[src/rtl/down_timer.sv]
// Loadable down-counter/timer: counts a loaded value to zero, flags terminal
// count, then either parks in DONE or reloads and keeps running.
//
// state | meaning
// ------+-----------------------------------------------------------
// IDLE  | not counting; y holds loaded or paused value
// RUN   | decrementing y each edge; tc while y==0
// DONE  | terminal count reached without auto-reload; y held at 0
module down_timer #(
  parameter int WIDTH = 4
) (
  input  logic             clk,
  input  logic             res,
  input  logic             load,
  input  logic [WIDTH-1:0] load_val,
  input  logic             start,
  input  logic             stop,
  input  logic             auto_reload,
  output logic [WIDTH-1:0] y,
  output logic             tc,
  output logic             busy,
  output logic             done
);

  typedef enum logic [1:0] {
    S_IDLE = 2'd0,
    S_RUN  = 2'd1,
    S_DONE = 2'd2
  } state_t;

  state_t           state, state_nxt;
  logic [WIDTH-1:0] y_nxt;
  logic [WIDTH-1:0] reload_reg, reload_nxt;
  logic             y_zero;

  assign y_zero = (y == '0);

  always_ff @(posedge clk or negedge res) begin
    if (!res) begin
      state      <= S_IDLE;
      y          <= '0;
      reload_reg <= '0;
    end else begin
      state      <= state_nxt;
      y          <= y_nxt;
      reload_reg <= reload_nxt;
    end
  end

  // Priority: load > stop > start. Zero is never decremented; the RUN/y==0
  // branch decides between reload and DONE instead.
  always_comb begin
    state_nxt  = state;
    y_nxt      = y;
    reload_nxt = reload_reg;
    if (load) begin
      y_nxt      = load_val;
      reload_nxt = load_val;
      state_nxt  = S_IDLE;
    end else begin
      unique case (state)
        S_IDLE: begin
          if (!stop && start) state_nxt = S_RUN;
        end
        S_RUN: begin
          if (stop) begin
            state_nxt = S_IDLE;
          end else if (!y_zero) begin
            y_nxt = y - WIDTH'(1);
          end else if (auto_reload) begin
            y_nxt = reload_reg;
          end else begin
            state_nxt = S_DONE;
          end
        end
        S_DONE: begin
          if (stop) begin
            state_nxt = S_IDLE;
          end else if (start) begin
            y_nxt     = reload_reg;
            state_nxt = S_RUN;
          end
        end
        default: state_nxt = S_IDLE;
      endcase
    end
  end

  assign busy = (state == S_RUN);
  assign done = (state == S_DONE);
  assign tc   = busy && y_zero;

endmodule

[config.mk]
export PLATFORM = sky130hd
export DESIGN_NAME = down_timer
export DESIGN_NICKNAME = d
export VERILOG_FILES = /design/src/rtl/down_timer.sv
export SDC_FILE = /design/constraint.sdc
export NUM_CORES = 1
export LEC_CHECK = 0
export CORE_MARGIN = 2
export CORE_UTILIZATION = 40
export DETAILED_ROUTE_END_ITERATION = 10
export PLACE_DENSITY = 0.69
export SLEW_MARGIN = 20
export SYNTH_ARGS = -nofsm -noshare
export SYNTH_HDL_FRONTEND = slang
export SYNTH_SLANG_ARGS = --single-unit
[constraint.sdc]
create_clock -name clk -period 1.6 [get_ports clk]
set_input_delay 0.24 -clock clk [delete_from_list [all_inputs] [get_ports clk]]
set_output_delay 0.24 -clock clk [all_outputs]
set_load 0.02 [all_outputs]
# Word-level counts from Yosys, hierarchy flattened

Index checks and enable logic that the tools add are counted.

Bits in registers: 10

Multiplexer cells: 15
Equal/unequal tests: 10
Add/subtract/negate cells: 1
Reduce and logical (&&, ||, !) cells: 8

Operators by type and width:

| cell                                                                    | count |
|---|---|
| 4-bit two-way mux                                                       | 6 |
| 2-bit two-way mux                                                       | 7 |
| 3-bit inequality test, second input constant                            | 4 |
| 4-bit inequality test, second input constant                            | 3 |
| 4-bit case mux with 2 select lines                                      | 1 |
| 2-bit case mux with 3 select lines                                      | 1 |
| 5-bit AND reduction                                                     | 1 |
| 4-bit zero test                                                         | 1 |
| 4-bit by 3-bit inequality test with 1-bit output, second input constant | 1 |
| 4-bit AND reduction                                                     | 1 |
| 4-bit by 1-bit subtractor with 4-bit output, second input constant      | 1 |
| 3-bit nonzero test                                                      | 1 |
| 2-bit by 1-bit == test with 1-bit output, second input constant         | 1 |
| 2-bit == test, second input constant                                    | 1 |
| 1-bit logical AND                                                       | 2 |
| 2-bit zero test                                                         | 1 |
| 1-bit zero test                                                         | 1 |

# Depth between registers and ports, before layout

Depth after elaboration: 5
Depth in mapped cells: 6
Depth with buffers taken out: 6

# Least setup slack after synthesis

No wires, ideal clock.

Path kind: reg-to-reg
Start point: register y[0]
End point: register y[1]
Setup slack: -0.149 ns
Arrival: 1.613 ns
Clock period less this slack: 1.749 ns
Path buffers: 0
Stages on the path, launching flop included: 7
Cells stage by stage: dfrtp_1 > inv_1 > ha_1 > nor4b_2 > o32ai_2 > o311a_1 > o31ai_2

Longest elaborated chain between the ends: 5
Elaborated cells between the ends (all ways): 8

Ends and longest elaborated chain:

| element                                                                               | line   | text |
|---|---|---|
| start, declared                                                                       | 19     | `output logic [WIDTH-1:0] y,` |
| start signal, assigned                                                                | 45     | `y <= y_nxt;` |
| 4-bit by 1-bit subtractor with 4-bit output / 4-bit zero test (equally long branches) | 69, 36 |  |
| 4-bit two-way mux                                                                     | 68     | `end else if (!y_zero) begin` |
| 4-bit two-way mux                                                                     | 66     | `if (stop) begin` |
| 4-bit case mux with 2 select lines                                                    | 61     | `unique case (state)` |
| 4-bit two-way mux                                                                     | 56     | `if (load) begin` |

Parallel ways exist; a longest one is shown, timed or not. The select of a mux whose other input is x is not followed.
A chain may end at the register's enable or synchronous reset.

# Worst setup path after layout

Start point: register y[1]
End point: output port tc

Longest elaborated chain between the ends: 2

Ends and longest elaborated chain:

| element           | line | text |
|---|---|---|
| 4-bit zero test   | 36   | `assign y_zero = (y == '0);` |
| 1-bit logical AND | 91   | `assign tc = busy && y_zero;` |
| end, declared     | 20   | `output logic tc,` |

Every way passes these cells.

==> results.md <==
- Power density over cell area: 794.3 nW/µm²
- Rows: 13
- CTS Root Cell: clkbuf_4
- Final setup margin: -0.1206 ns
- Most common cell in the synthesized netlist: dfrtp_1
- Die Area: around 1800 µm²
- Worst setup EP type: output port
- Vias in the first global route: about 630
- Number of post-CTS setup repair buffers: 0
- Clock Skew: between 0.006 and 0.007 ns
- DR iter-0 viols: 20
- Post-route cell area: 947.2 µm²
- Slew @ Worst Pin: 0.4619 ns
- Tcrit/Tclk final: 1.075
- Adder-cell share of the synthesized area: 0.02110
- DPL Wire Length: between 1000 and 1500 µm
- P&R area growth vs syn: 59.70%
- Num ports: 17
- Maximum capacitance violations: 0
- Initial antenna violation count: 0
- Critical path's slowest cell: dfrtp_2
- CTS buffer count: 3
- Register area share after synthesis: 0.4219
- Setup CP Type: reg2out
- Clock Latency Late Sink: approximately 0.28 ns
- Pleak: 0.4457 nW
- Mapped Avg Cell Area: 9.267 µm²
- Placement-stage cell area: 899.6 µm²
- Hold Crit Class: in2async
- Max-Slew Margin vs Limit: 0.6911
- Post-synth cell types: 30
- CTS H-Tree Depth: 1
- RSZ-0062 raised after global routing: true
- Final setup fails: 4
- Largest family of logic cells by synthesized area: compound AO/OA/AOI/OAI gates
- Failing checks: negative setup slack
- Post-Route WL: approximately 1600 µm
- Multiplexer share of the synthesized area: 0
- Place WS: -0.2630 ns
- CP Data Required Time: around 1.4 ns
- Setup TNS: -0.2284 ns
- DRC viols: 0
- Top Family by Delay on Critical Path: simple AND/OR/NAND/NOR gates
- CTS clk-pin slew, worst paths: 0.08 ns
- 1st-pass router iterations: 4
- Initial Util: 0.4393
- WHS: 0.2725 ns
- Post-synth top area share: 0.4219
- Via density: 5.336
- Core Area: 1350 µm²
- Yosys reg bits: 10
- Clock Path Buffers: 2
- Compound-Gate Fraction of Synth Area: 0.2595
- WP data arrival: 1.48 ns
- Synth top area cells: dfrtp_1 42%, inv_1 5.1%, nand2b_1 4.2%, o21ai_1 4.2%, or3b_1 3.0%
- Routability cong.: between 0.7 and 0.8
- Yosys top cell by area: dfrtp_1
- Die Height: 42.51 µm
- Post-synthesis cell area: 593.1 µm²
- Post-Synth XOR/XNOR Area: 0.02954
- Fin. max-slew vios: 0
- Grt total ovfl: 0
- Largest net degree at the start of global routing: 11
- First-pass GRT wire length: 2697 µm
- Post-Synth Simple-Gate Area: 0.1983
- GRT Overall Usage: 0.1977
- F_max: 0.5812 GHz
- CP max stage delay: 0.41 ns
- Nets: 107
- Antenna-violating nets left: 0
- Input/output buffers: 16
- Post-synth top cells: 10 x dfrtp_1, 8 x inv_1, 5 x o21ai_1
- Ant diodes: 0
- Final hold vios: 0
- Post-synth EDFFs: 0
- Ratio of cells with drive above 1 in the final layout: 0.3474
- Outcome: finished, violations left
- Synthesized net count: 75
- Synth warnings: 0
- Wire length per cell: approximately 14 µm
- Startpoint Class: flop
- Die Wd: 42.51 µm
- Top FF cell, synth: dfrtp_1
- Sink Count: 10
- Critical-path cell list: inv_2 -> ha_4 -> or3b_4 -> nor2_4 -> buf_6
- Via count: 587
- Minimum clock period: about 1.7 ns
- CP max FO: 2
- Synth Instances: 64
- CTS tree: yes
- Post-synthesis async set-or-reset flop share: 1.000
- Max IR drop VDD: 594.7 µV
- CP bufs+invs: 2
## logic make-up after synthesis
logic type / after synthesis
compound gates: 20
xor+xnor: 2
fa+ha+maj: 1
buf+inv: 11
flops: 10
simple gates: 20
## where the power goes
group / internal (W) / switching, W
clock: 0.000139 / 0.000105
sequential: 0.000274 / 0.0000117
combinational: 0.000112 / 0.000111
total: 0.000525 / 0.000227
## final timing paths
kind                       cells after the start          start             to  slack [ns]
setup / recovery                               5           y[1]             tc       -0.12
hold / removal                                 1            res  reload_reg[2]        0.27
setup reg to reg                               7           y[1]           y[2]       -0.05
hold reg to reg                                2  reload_reg[3]  reload_reg[3]        0.52
max in group asynchronous                      1            res           y[0]        0.98
min in group clk                               2  reload_reg[3]  reload_reg[3]        0.52
## cell type report
cell class / instances / area (µm²)
Timing Repair Buffer: 29 / 251.5
Inverter: 9 / 33.78
Clock buffer: 4 / 36.28
Multi-Input combinational cell: 43 / 354.1
Tap cell: 15 / 18.77
Sequential cell: 10 / 252.7
Fill cell: 116 / 402.9
## layer usage
metal | GRT usage | vias up | wire (µm)
met5 | 0 | - | 0
met4 | 0.09375 | 0 | 25
met3 | 0.05603 | 6 | 80
met2 | 0.3169 | 22 | 765
met1 | 0.2420 | 267 | 698
li1 | - | 292 | -
## cells in the final DEF (no fill, tap or decap), types with 2 or more instances in the layout
cell type        count
clkdlybuf4s50_1      9
nand2_1              4
inv_2                3
o21ai_0              2
nand2b_1             4
dfrtp_1              8
clkbuf_4             3
nor2_1               3
dfrtp_2              2
o21ai_1              6
inv_1                6
buf_4               13
dlygate4sd2_1        4
## per-stage QoR
stage	power (W)	cells	util
floorplan	0.0004044	64	-
global placement	0.0005107	106	0.6664
detailed placement	0.0005153	106	0.6664
CTS	0.0007511	110	0.6960
global route	0.0007904	110	0.7016
finish	0.0007523	110	0.7016
## worst reg2reg max path, stage by stage (launching register included)
cell      delay [ns]
dfrtp_2         0.41
inv_2           0.07
ha_4            0.12
buf_4           0.11
nor4b_4         0.24
o32ai_4         0.16
or3b_1          0.39
o211ai_2        0.08
## timing repair
action	CTS	global route
resized for setup	14	5
setup endpoints to repair	11	8
hold buffers	0	0
endpoints found under the hold margin	0	0
pin swaps	4	4
(Power assumes the default switching activity.)
